==> config.mk <==
export PLATFORM = sky130hd
export DESIGN_NAME = tone_speaker_driver_flat
export DESIGN_NICKNAME = d
export VERILOG_FILES = /design/src/rtl/tone_speaker_driver_if.sv /design/src/rtl/tone_speaker_driver.sv /design/src/flat_wrapper.sv
export SDC_FILE = /design/constraint.sdc
export NUM_CORES = 1
export LEC_CHECK = 0
export ABC_AREA = 1
export CELL_PAD_IN_SITES_DETAIL_PLACEMENT = 1
export CELL_PAD_IN_SITES_GLOBAL_PLACEMENT = 1
export CORE_AREA = 3 3 190 146
export DETAILED_ROUTE_END_ITERATION = 8
export DIE_AREA = 0 0 193 149
export PLACE_DENSITY = 0.94
export SYNTH_ARGS = -nofsm -noshare
export SYNTH_HDL_FRONTEND = slang
export SYNTH_SLANG_ARGS = --single-unit
==> constraint.sdc <==
create_clock -name clk -period 11.7 [get_ports clk]
set_input_delay 1.17 -clock clk [delete_from_list [all_inputs] [get_ports clk]]
set_output_delay 1.17 -clock clk [all_outputs]
set_load 0.1 [all_outputs]
==> src/rtl/tone_speaker_driver_if.sv <==
// Control and I2S pin bundle for tone_speaker_driver.
// The master drives tone/volume/mute; the slave (the driver) returns busy and the DAC pins.
interface tone_speaker_driver_if;
  logic [31:0] tone;
  logic [2:0]  volume;
  logic        mute;
  logic        busy;
  logic        audio_mclk;
  logic        audio_sck;
  logic        audio_lrck;
  logic        audio_sdin;

  modport master (
    output tone, volume, mute,
    input  busy, audio_mclk, audio_sck, audio_lrck, audio_sdin
  );

  modport slave (
    input  tone, volume, mute,
    output busy, audio_mclk, audio_sck, audio_lrck, audio_sdin
  );
endinterface

==> src/rtl/tone_speaker_driver.sv <==
// Square-wave tone generator feeding an I2S DAC (mclk = clk/4, sck = clk/8, lrck = clk/512).
// Optional macro SPK_RAMP_EN: slews the sample magnitude by at most 0x0100 per half-frame.
module tone_speaker_driver #(
  parameter int unsigned CLK_HZ     = 100_000_000,
  parameter int unsigned SILENCE_HZ = 20000,
  parameter logic [15:0] MAX_AMP    = 16'h3FFF
) (
  input logic                  clk,
  input logic                  rst,
  tone_speaker_driver_if.slave spk
);

  localparam logic [1:0]  IDLE      = 2'd0;
  localparam logic [1:0]  DIV       = 2'd1;
  localparam logic [1:0]  COMMIT    = 2'd2;
  localparam logic [31:0] DIVIDEND  = 32'(CLK_HZ);
  localparam logic [31:0] SILENCE   = 32'(SILENCE_HZ);
  localparam logic [15:0] RAMP_STEP = 16'h0100;

  logic [8:0]  clk_cnt_reg, clk_cnt_next;
  logic [1:0]  state_reg, state_next;
  logic [31:0] tone_q_reg, tone_q_next;
  logic        silent_reg, silent_next;
  logic [31:0] half_period_reg, half_period_next;
  logic [31:0] wave_cnt_reg, wave_cnt_next;
  logic        phase_reg, phase_next;
  logic [31:0] dvd_reg, dvd_next;
  logic [31:0] rem_reg, rem_next;
  logic [31:0] quo_reg, quo_next;
  logic [4:0]  bit_cnt_reg, bit_cnt_next;
  logic [15:0] frame_sample_reg, frame_sample_next;
  logic        sdin_reg, sdin_next;

  logic        wave_clear;
  logic [32:0] trial;
  logic [32:0] divisor;
  logic        trial_ge;
  logic [31:0] trial_sub;
  logic        latch;
  logic [4:0]  slot_next;
  logic [31:0] slot_bits;
  logic [7:0][15:0] amp_table;
  logic [15:0] amp;
  logic [15:0] target_mag;
  logic [15:0] mag;
  logic [15:0] sample;

  // Restoring division step: shift in the next dividend bit, subtract if it fits.
  // The remainder always stays below the divisor, so 32 bits of difference suffice.
  assign trial     = {rem_reg, dvd_reg[31]};
  assign divisor   = {tone_q_reg, 1'b0};
  assign trial_ge  = (trial >= divisor);
  assign trial_sub = trial[31:0] - divisor[31:0];

  always_comb begin
    state_next       = state_reg;
    tone_q_next      = tone_q_reg;
    silent_next      = silent_reg;
    half_period_next = half_period_reg;
    dvd_next         = dvd_reg;
    rem_next         = rem_reg;
    quo_next         = quo_reg;
    bit_cnt_next     = bit_cnt_reg;
    wave_clear       = 1'b0;
    case (state_reg)
      IDLE: begin
        if (spk.tone != tone_q_reg) begin
          tone_q_next = spk.tone;
          if (spk.tone == 32'd0 || spk.tone >= SILENCE) begin
            silent_next = 1'b1;
          end else begin
            state_next   = DIV;
            dvd_next     = DIVIDEND;
            rem_next     = 32'd0;
            quo_next     = 32'd0;
            bit_cnt_next = 5'd0;
          end
        end
      end
      DIV: begin
        dvd_next     = {dvd_reg[30:0], 1'b0};
        rem_next     = trial_ge ? trial_sub : trial[31:0];
        quo_next     = {quo_reg[30:0], trial_ge};
        bit_cnt_next = bit_cnt_reg + 5'd1;
        if (bit_cnt_reg == 5'd31) begin
          state_next = COMMIT;
        end
      end
      COMMIT: begin
        half_period_next = quo_reg;
        silent_next      = 1'b0;
        wave_clear       = 1'b1;
        state_next       = IDLE;
      end
      default: state_next = IDLE;
    endcase
  end

  // Half-period counter; held at zero while silent so a new tone starts on a clean edge.
  always_comb begin
    wave_cnt_next = wave_cnt_reg + 32'd1;
    phase_next    = phase_reg;
    if (silent_reg || wave_clear) begin
      wave_cnt_next = 32'd0;
      phase_next    = 1'b0;
    end else if (wave_cnt_reg == half_period_reg - 32'd1) begin
      wave_cnt_next = 32'd0;
      phase_next    = ~phase_reg;
    end
  end

  genvar gi;
  generate
    for (gi = 0; gi < 8; gi++) begin : g_amp
      if (gi == 0) begin : g_zero
        assign amp_table[gi] = 16'h0000;
      end else begin : g_shift
        assign amp_table[gi] = MAX_AMP >> (7 - gi);
      end
    end
  endgenerate

  assign amp        = amp_table[spk.volume];
  assign target_mag = (silent_reg || spk.mute || spk.volume == 3'd0) ? 16'h0000 : amp;
  assign latch      = (clk_cnt_reg[7:0] == 8'hFF);

`ifdef SPK_RAMP_EN
  logic [15:0] ramp_reg, ramp_next;

  always_comb begin
    ramp_next = ramp_reg;
    if (ramp_reg < target_mag) begin
      ramp_next = (target_mag - ramp_reg > RAMP_STEP) ? ramp_reg + RAMP_STEP : target_mag;
    end else if (ramp_reg > target_mag) begin
      ramp_next = (ramp_reg - target_mag > RAMP_STEP) ? ramp_reg - RAMP_STEP : target_mag;
    end
  end

  always_ff @(posedge clk or posedge rst) begin
    if (rst) begin
      ramp_reg <= 16'h0000;
    end else if (latch) begin
      ramp_reg <= ramp_next;
    end
  end

  assign mag = ramp_next;
`else
  assign mag = target_mag;
`endif

  assign sample = phase_reg ? mag : (16'h0000 - mag);

  // I2S slot map: slot 0 is the one-bit delay, slots 1..16 carry the word MSB first.
  generate
    for (gi = 0; gi < 32; gi++) begin : g_slot
      if (gi >= 1 && gi <= 16) begin : g_data
        assign slot_bits[gi] = frame_sample_reg[16 - gi];
      end else begin : g_pad
        assign slot_bits[gi] = 1'b0;
      end
    end
  endgenerate

  assign clk_cnt_next      = clk_cnt_reg + 9'd1;
  assign frame_sample_next = latch ? sample : frame_sample_reg;
  assign slot_next         = clk_cnt_reg[7:3] + 5'd1;
  assign sdin_next         = (clk_cnt_reg[2:0] == 3'b111) ? slot_bits[slot_next] : sdin_reg;

  always_ff @(posedge clk or posedge rst) begin
    if (rst) begin
      clk_cnt_reg      <= 9'd0;
      state_reg        <= IDLE;
      tone_q_reg       <= SILENCE;
      silent_reg       <= 1'b1;
      half_period_reg  <= 32'd0;
      wave_cnt_reg     <= 32'd0;
      phase_reg        <= 1'b0;
      dvd_reg          <= 32'd0;
      rem_reg          <= 32'd0;
      quo_reg          <= 32'd0;
      bit_cnt_reg      <= 5'd0;
      frame_sample_reg <= 16'h0000;
      sdin_reg         <= 1'b0;
    end else begin
      clk_cnt_reg      <= clk_cnt_next;
      state_reg        <= state_next;
      tone_q_reg       <= tone_q_next;
      silent_reg       <= silent_next;
      half_period_reg  <= half_period_next;
      wave_cnt_reg     <= wave_cnt_next;
      phase_reg        <= phase_next;
      dvd_reg          <= dvd_next;
      rem_reg          <= rem_next;
      quo_reg          <= quo_next;
      bit_cnt_reg      <= bit_cnt_next;
      frame_sample_reg <= frame_sample_next;
      sdin_reg         <= sdin_next;
    end
  end

  assign spk.busy       = (state_reg == DIV);
  assign spk.audio_mclk = clk_cnt_reg[1];
  assign spk.audio_sck  = clk_cnt_reg[2];
  assign spk.audio_lrck = clk_cnt_reg[8];
  assign spk.audio_sdin = sdin_reg;

endmodule

==> src/flat_wrapper.sv <==
// flat-port wrapper written by rule: the top's interface ports become plain ports
module tone_speaker_driver_flat 
#(
  parameter int unsigned CLK_HZ     = 100_000_000,
  parameter int unsigned SILENCE_HZ = 20000,
  parameter logic [15:0] MAX_AMP    = 16'h3FFF
)
  (clk, rst, spk_tone, spk_volume, spk_mute, spk_busy, spk_audio_mclk, spk_audio_sck, spk_audio_lrck, spk_audio_sdin);
  tone_speaker_driver_if spk_i ();
  input logic clk;
  input logic rst;
  input wire logic [$bits(spk_i.tone)-1:0] spk_tone;
  input wire logic [$bits(spk_i.volume)-1:0] spk_volume;
  input wire logic [$bits(spk_i.mute)-1:0] spk_mute;
  output wire logic [$bits(spk_i.busy)-1:0] spk_busy;
  output wire logic [$bits(spk_i.audio_mclk)-1:0] spk_audio_mclk;
  output wire logic [$bits(spk_i.audio_sck)-1:0] spk_audio_sck;
  output wire logic [$bits(spk_i.audio_lrck)-1:0] spk_audio_lrck;
  output wire logic [$bits(spk_i.audio_sdin)-1:0] spk_audio_sdin;
  assign spk_i.tone = spk_tone;
  assign spk_i.volume = spk_volume;
  assign spk_i.mute = spk_mute;
  assign spk_busy = spk_i.busy;
  assign spk_audio_mclk = spk_i.audio_mclk;
  assign spk_audio_sck = spk_i.audio_sck;
  assign spk_audio_lrck = spk_i.audio_lrck;
  assign spk_audio_sdin = spk_i.audio_sdin;
  tone_speaker_driver #(.CLK_HZ(CLK_HZ), .SILENCE_HZ(SILENCE_HZ), .MAX_AMP(MAX_AMP)) u_core (.clk(clk), .rst(rst), .spk(spk_i));
endmodule
==> impl_metrics.json, run 1 <==
{
  "status": "completed",
  "netlist_area_mm2": 0.01297,
  "end_kind": "flip-flop",
  "syn_avg_cell_area_um2": 7.362,
  "async_reset_ff_share_pct": 100.0,
  "path_clk_slew_ns": 0.07,
  "final-setup-viol-count": 0,
  "cts_tree": "yes",
  "place_hpwl_mm": 29.82,
  "wl_per_cell_um": 21.12,
  "ys.flop_type": "dfrtp_1",
  "setup_slack_ns": 7.082,
  "synthesis.nets": 1841,
  "portBuffers": 42,
  "start_util_pct": 50.07,
  "power_leakage_nw": 6.847,
  "layout.nets": 1867,
  "fin_crit_sh_pct": 39.47,
  "clkLatencyLatePin_ns": 0.55,
  "grt_pass1_vias": 13300,
  "max-clock-path-buffers": 3,
  "synth_edf_count": 0,
  "synth_seq_cells": 213,
  "wl_mm": 45.43,
  "grt_max_degree": 134,
  "drt_iter0_markers": 1011,
  "grt_pass1_wl_mm": 72.13,
  "synth.distinct_cells": 44,
  "timing.setup.tns_ns": 0,
  "cts_hold_buf": 0,
  "hp-class": "reg2reg",
  "rsz0062_at_grt": "no",
  "multi_input_area_mm2": 0.006560,
  "antenna_found_initial": 2,
  "synth_top_area_cell": "dfrtp_1",
  "total_power_mw": 1.665,
  "drv_cap": 0,
  "ant_nets": 0,
  "netlist_instances": 1762,
  "cts_resized": 0,
  "maxSlewHeadroom_pct": 10.67,
  "track_usage_pct": 31.41,
  "drive_gt1_share_pct": 4.596,
  "die-width_um": 193,
  "dp_slack_ns": 6.976,
  "syn2layout_area_growth_pct": 11.93,
  "cts.sinks": 213,
  "arrival_ns": 5.06,
  "rows": 51,
  "first_pass_iters": 6,
  "vias": 12810,
  "fp.coreArea_mm2": 0.02591,
  "worst_slew_pin_slew_ns": 1.335,
  "clockRootBuffer": "clkbuf_16",
  "dieArea_mm2": 0.02876,
  "numCtsBuffers": 24,
  "dieHeight_um": 149,
  "drc": 0,
  "fillers": 3286,
  "final_util_pct": 56.04,
  "period_needed_ns": 4.618,
  "place.gp.congestion": 0.9250,
  "synth.area.top_cells": "dfrtp_1 40%, nand2_1 11%, inv_1 6.6%, nor2_1 6.3%, nand3_1 5.4%",
  "seqCellArea_mm2": 0.005338,
  "worst-path-max-fanout": 79,
  "postCtsSetupBuffers": 0,
  "htree_num_levels": 1,
  "critPathRequiredTime_ns": 12.14,
  "grt_overflow": 0,
  "hold_violations": 0,
  "yosys_warnings": 0,
  "post_drt_via_cell_ratio": 5.954,
  "yosysTopAreaCellShare_pct": 39.93,
  "vdd_drop_max_v": 0.00009374,
  "yosysSeqAreaShare_pct": 41.15,
  "io_pins": 43,
  "crit_path_start_kind": "input port",
  "crit_type": "in2reg",
  "power_density_mw_per_mm2": 114.7,
  "fmax_mhz": 216.6,
  "drv_slew": 0,
  "timing.hold.ws_ns": 0.4648,
  "skew_ns": 0.03464
}
through the flow:
stage / instance area [um2] / std cells
5_1_grt: 14520 / 2151
3_5_place_dp: 13680 / 2106
4_1_cts: 14520 / 2150
3_3_place_gp: 13680 / 2106
2_1_floorplan: 12970 / 1762
6_report: 14520 / 2151
power by group:
group / internal [mW] / total (mW) / leakage [nW] / switching [mW]
registers: 0.745 / 0.749 / 2.38 / 0.00492
logic: 0.0324 / 0.0992 / 4.05 / 0.0668
clock network: 0.478 / 0.817 / 0.414 / 0.339
final cells by class:
cell class,instances,share of cell area [%]
antenna,1,0.01724
multi-input combinational,1268,45.18
clock buffer,33,4.714
sequential,213,36.76
inverter,231,6.024
timing repair buffer,50,3.309
tap,344,2.965
clock inverter,11,1.026
critical path, cell delays in order:
cell and delay (ns):
clkdlybuf4s50_1 0.60, nor2_1 0.46, nand2_1 0.10, nor3_1 0.31, nand4_1 0.96, nand2_2 0.30, buf_4 0.68, o21ai_0 0.26
o21ai_0 0.17
cell families (layout without fill, tap and decap cells):
kind of cell	Yosys count	in the layout	synth area share, %
AND/OR/NAND/NOR	852	852	28.01
buffers and inverters	281	325	8.460
AO/OA/AOI/OAI	272	272	11.39
flip-flops	213	213	41.15
XOR/XNOR	102	102	6.887
adder cells (fa/ha/maj)	41	41	4.013
multiplexers	1	1	0.08681
other	0	1	0
layout by cell type (no fill, tap or decap), types with 2 or more instances in the layout:
| master | n |
|---|---|
| o311ai_0 | 2 |
| xor2_1 | 52 |
| nand2_1 | 393 |
| bufinv_16 | 3 |
| inv_1 | 227 |
| or2_2 | 7 |
| nor3_1 | 28 |
| o21bai_1 | 5 |
| nand3b_1 | 11 |
| o21a_1 | 2 |
| a21o_1 | 2 |
| o21ai_0 | 137 |
| dfrtp_1 | 207 |
| clkinv_2 | 5 |
| a21oi_1 | 60 |
| nand4_1 | 29 |
| clkbuf_16 | 24 |
| nor2_4 | 8 |
| dfstp_2 | 6 |
| buf_4 | 8 |
| nor2_1 | 217 |
| inv_2 | 2 |
| o22ai_1 | 46 |
| nor2_2 | 3 |
| o211ai_1 | 7 |
| clkbuf_1 | 4 |
| ha_1 | 40 |
| o21ai_1 | 6 |
| xnor2_1 | 50 |
| clkdlybuf4s50_1 | 42 |
| or2_1 | 2 |
| nand3_1 | 141 |
| clkbuf_8 | 5 |
| nor4_1 | 5 |
| nand2_2 | 4 |
per-layer routing:
layer  wire (um)  up-vias  GRT usage (%)
li1            -     5734              -
met1       19630     6425          42.55
met2       21070      515          50.90
met3        3240      130          6.483
met4        1475        2          9.902
met5          13        -              0
synth_stat cells, types with 5 or more instances:
cell type / n
nand2_1: 394
inv_1: 228
nor2_1: 219
dfrtp_1: 207
nand3_1: 141
o21ai_0: 137
a21oi_1: 60
xor2_1: 52
xnor2_1: 50
o22ai_1: 46
ha_1: 40
clkbuf_1: 31
nand4_1: 29
nor3_1: 28
buf_2: 13
nand3b_1: 11
o211ai_1: 7
or2_2: 7
dfstp_2: 6
nor2_4: 6
o21ai_1: 6
nor4_1: 5
o21bai_1: 5
path summary, 6_finish.rpt:
| kind | start | endpoint | slack, ns | cells past startpoint |
|---|---|---|---|---|
| min reg2reg | u_core.clk_cnt_reg[0] | u_core.clk_cnt_reg[0] | 0.46 | 1 |
| max in group asynchronous | rst | u_core.quo_reg[13] | 8.75 | 3 |
| min in group asynchronous | rst | u_core.quo_reg[9] | 1.27 | 2 |
| max | spk_tone[16] | u_core.dvd_reg[21] | 7.08 | 9 |
| max reg2reg | u_core.tone_q_reg[9] | u_core.dvd_reg[21] | 7.91 | 12 |
| min | u_core.clk_cnt_reg[0] | u_core.clk_cnt_reg[0] | 0.46 | 1 |
Note: power is estimated with default switching activity, not from simulation.
==> inputs of run 2 (changes only) <==
--- a/config.mk
+++ b/config.mk
@@ -8,10 +8,10 @@
 export ABC_AREA = 1
 export CELL_PAD_IN_SITES_DETAIL_PLACEMENT = 1
 export CELL_PAD_IN_SITES_GLOBAL_PLACEMENT = 1
-export CORE_AREA = 3 3 190 146
+export CORE_AREA = 3 3 207 159
 export DETAILED_ROUTE_END_ITERATION = 8
-export DIE_AREA = 0 0 193 149
-export PLACE_DENSITY = 0.94
+export DIE_AREA = 0 0 210 162
+export PLACE_DENSITY = 0.85
 export SYNTH_ARGS = -nofsm -noshare
 export SYNTH_HDL_FRONTEND = slang
 export SYNTH_SLANG_ARGS = --single-unit
==> constraint.sdc (replaced) <==
create_clock -name clk -period 4.1 [get_ports clk]
set_input_delay 0.41 -clock clk [delete_from_list [all_inputs] [get_ports clk]]
set_output_delay 0.41 -clock clk [all_outputs]
set_load 0.1 [all_outputs]
==> impl_metrics.json, run 2 (synthesis gave the netlist of run 1 again) <==
{
  "routed-wl-met3_mm": 1.930,
  "period_needed_ns": 3.194,
  "track_usage_pct": 23.00,
  "dieHeight_um": 162,
  "grt_pass1_wl_mm": 64.04,
  "highest_layer": "met4",
  "grt_pass1_vias": 12270,
  "io_pins": 43,
  "layout.nets": 1870,
  "seqCellArea_mm2": 0.005338,
  "timing.hold.ws_ns": 0.1506,
  "worst_slew_pin_slew_ns": 1.265,
  "wl_mm": 39.02,
  "arrival_ns": 3.59,
  "power_density_mw_per_mm2": 317.0,
  "maxSlewHeadroom_pct": 15.44,
  "hp-class": "in2async",
  "placed_area_mm2": 0.01380,
  "dieArea_mm2": 0.03402,
  "ant_nets": 0,
  "fillers": 3918,
  "rsz0062_at_grt": "no",
  "postCtsSetupBuffers": 0,
  "reg2reg_slack_ns": 0.91,
  "wl_per_cell_um": 17.62,
  "path_clk_slew_ns": 0.06,
  "r2r_start": "u_core.tone_q_reg[5]",
  "final-setup-viol-count": 0,
  "clkLatencyLatePin_ns": 0.54,
  "post_drt_via_cell_ratio": 5.414,
  "worst-path-max-fanout": 23,
  "total_power_mw": 4.628,
  "grt_overflow": 0,
  "drv_cap": 0,
  "antenna_found_initial": 0,
  "start_util_pct": 41.79,
  "crit_path_start_kind": "flip-flop",
  "fin_area_mm2": 0.01460,
  "drt_iter0_markers": 804,
  "status": "completed",
  "die-width_um": 210,
  "final_common_cell": "nand2_1",
  "end_kind": "flip-flop",
  "n_antenna_cell": 0,
  "cts.sinks": 213,
  "hold_violations": 0,
  "fin_crit_sh_pct": 77.91,
  "place.gp.congestion": 0.9556,
  "numCtsBuffers": 24,
  "timing.setup.tns_ns": 0,
  "met2WireLength_mm": 17.52,
  "drive_gt1_share_pct": 4.701,
  "cts_tree": "yes",
  "fp.coreArea_mm2": 0.03104,
  "drv_slew": 0,
  "crit_type": "reg2reg",
  "dp_slack_ns": 0.9772,
  "place_hpwl_mm": 29.14,
  "clockRootBuffer": "clkbuf_16",
  "rows": 56,
  "cts_hold_buf": 0,
  "max-clock-path-buffers": 3,
  "critPathRequiredTime_ns": 4.50,
  "syn2layout_area_growth_pct": 12.58,
  "layout_common_cells": "393 x nand2_1, 227 x inv_1, 217 x nor2_1",
  "skew_ns": 0.01121,
  "htree_num_levels": 1,
  "reg2regPathDepth": 12,
  "vias": 11990,
  "first_pass_iters": 5,
  "fmax_mhz": 313.1,
  "power_leakage_nw": 6.838,
  "cts_resized": 0,
  "drc": 0,
  "wl_met1_mm": 18.96,
  "multi_input_area_mm2": 0.006560,
  "vdd_drop_max_v": 0.0002375,
  "grt_max_degree": 88,
  "portBuffers": 42,
  "setup_slack_ns": 0.9058,
  "r2r-end": "u_core.rem_reg[7]"
}
## run 2: changes by cell type in the layout (fill, tap and decap cells not counted), moves of 2 or more
| cell | before | now |
|---|---|---|
| clkbuf_8 | 5 | 2 |
| buf_4 | 8 | 10 |
| buf_12 | 0 | 2 |
| clkinvlp_4 | 0 | 4 |
## run 2: per-stage QoR
step,cells,utilization (%)
final,2214,47.05
after global routing,2214,47.05
after CTS,2214,47.05
after detailed placement,2171,44.47
after global placement,2171,44.47
after floorplan,1762,-
## run 2: area by class of cell
type                            count  share of cell area [%]
Sequential cell                   213                   36.55
Inverter                          231                   5.963
Tap cell                          406                   3.479
Timing Repair Buffer               53                   3.599
Clock buffer                       31                   4.430
Clock inverter                     12                   1.054
Multi-Input combinational cell   1268                   44.92
## run 2: worst max-delay path, stage by stage, from the launching register on
cell	delay, ns
dfstp_2	0.53
inv_1	0.08
ha_1	0.36
a21oi_1	0.21
o21ai_0	0.14
a21oi_1	0.32
o21ai_2	0.14
nand2_1	0.11
nand2_1	0.08
nand2_1	0.64
nand3_1	0.20
nand3_1	0.14
o21ai_0	0.10
## run 2: layer usage
| layer | track usage [%] | up-vias |
|---|---|---|
| met3 | 4.364 | 39 |
| met1 | 33.35 | 5963 |
| met2 | 36.51 | 223 |
| met4 | 3.920 | 0 |
| met5 | 0 | - |
| li1 | - | 5762 |
## run 2: worst max-delay path by stage
stage,from,cells past startpoint,slack [ns],end
finish,u_core.tone_q_reg[5],12,0.91,u_core.rem_reg[7]
global route,u_core.rem_reg[0],12,0.60,u_core.rem_reg[22]
floorplan,rst,1,0.92,u_core.bit_cnt_reg[0]
CTS,u_core.half_period_reg[0],15,0.94,u_core.wave_cnt_reg[3]
detailed placement,spk_tone[6],11,0.98,u_core.dvd_reg[16]
global placement,spk_tone[16],10,1.10,u_core.tone_q_reg[2]
## run 2: power by group
| group | internal [mW] | switching [mW] | total (mW) |
|---|---|---|---|
| clock network | 1.31 | 0.911 | 2.22 |
| registers | 2.13 | 0.0125 | 2.14 |
| logic | 0.0962 | 0.177 | 0.273 |
| total | 3.53 | 1.10 | 4.63 |
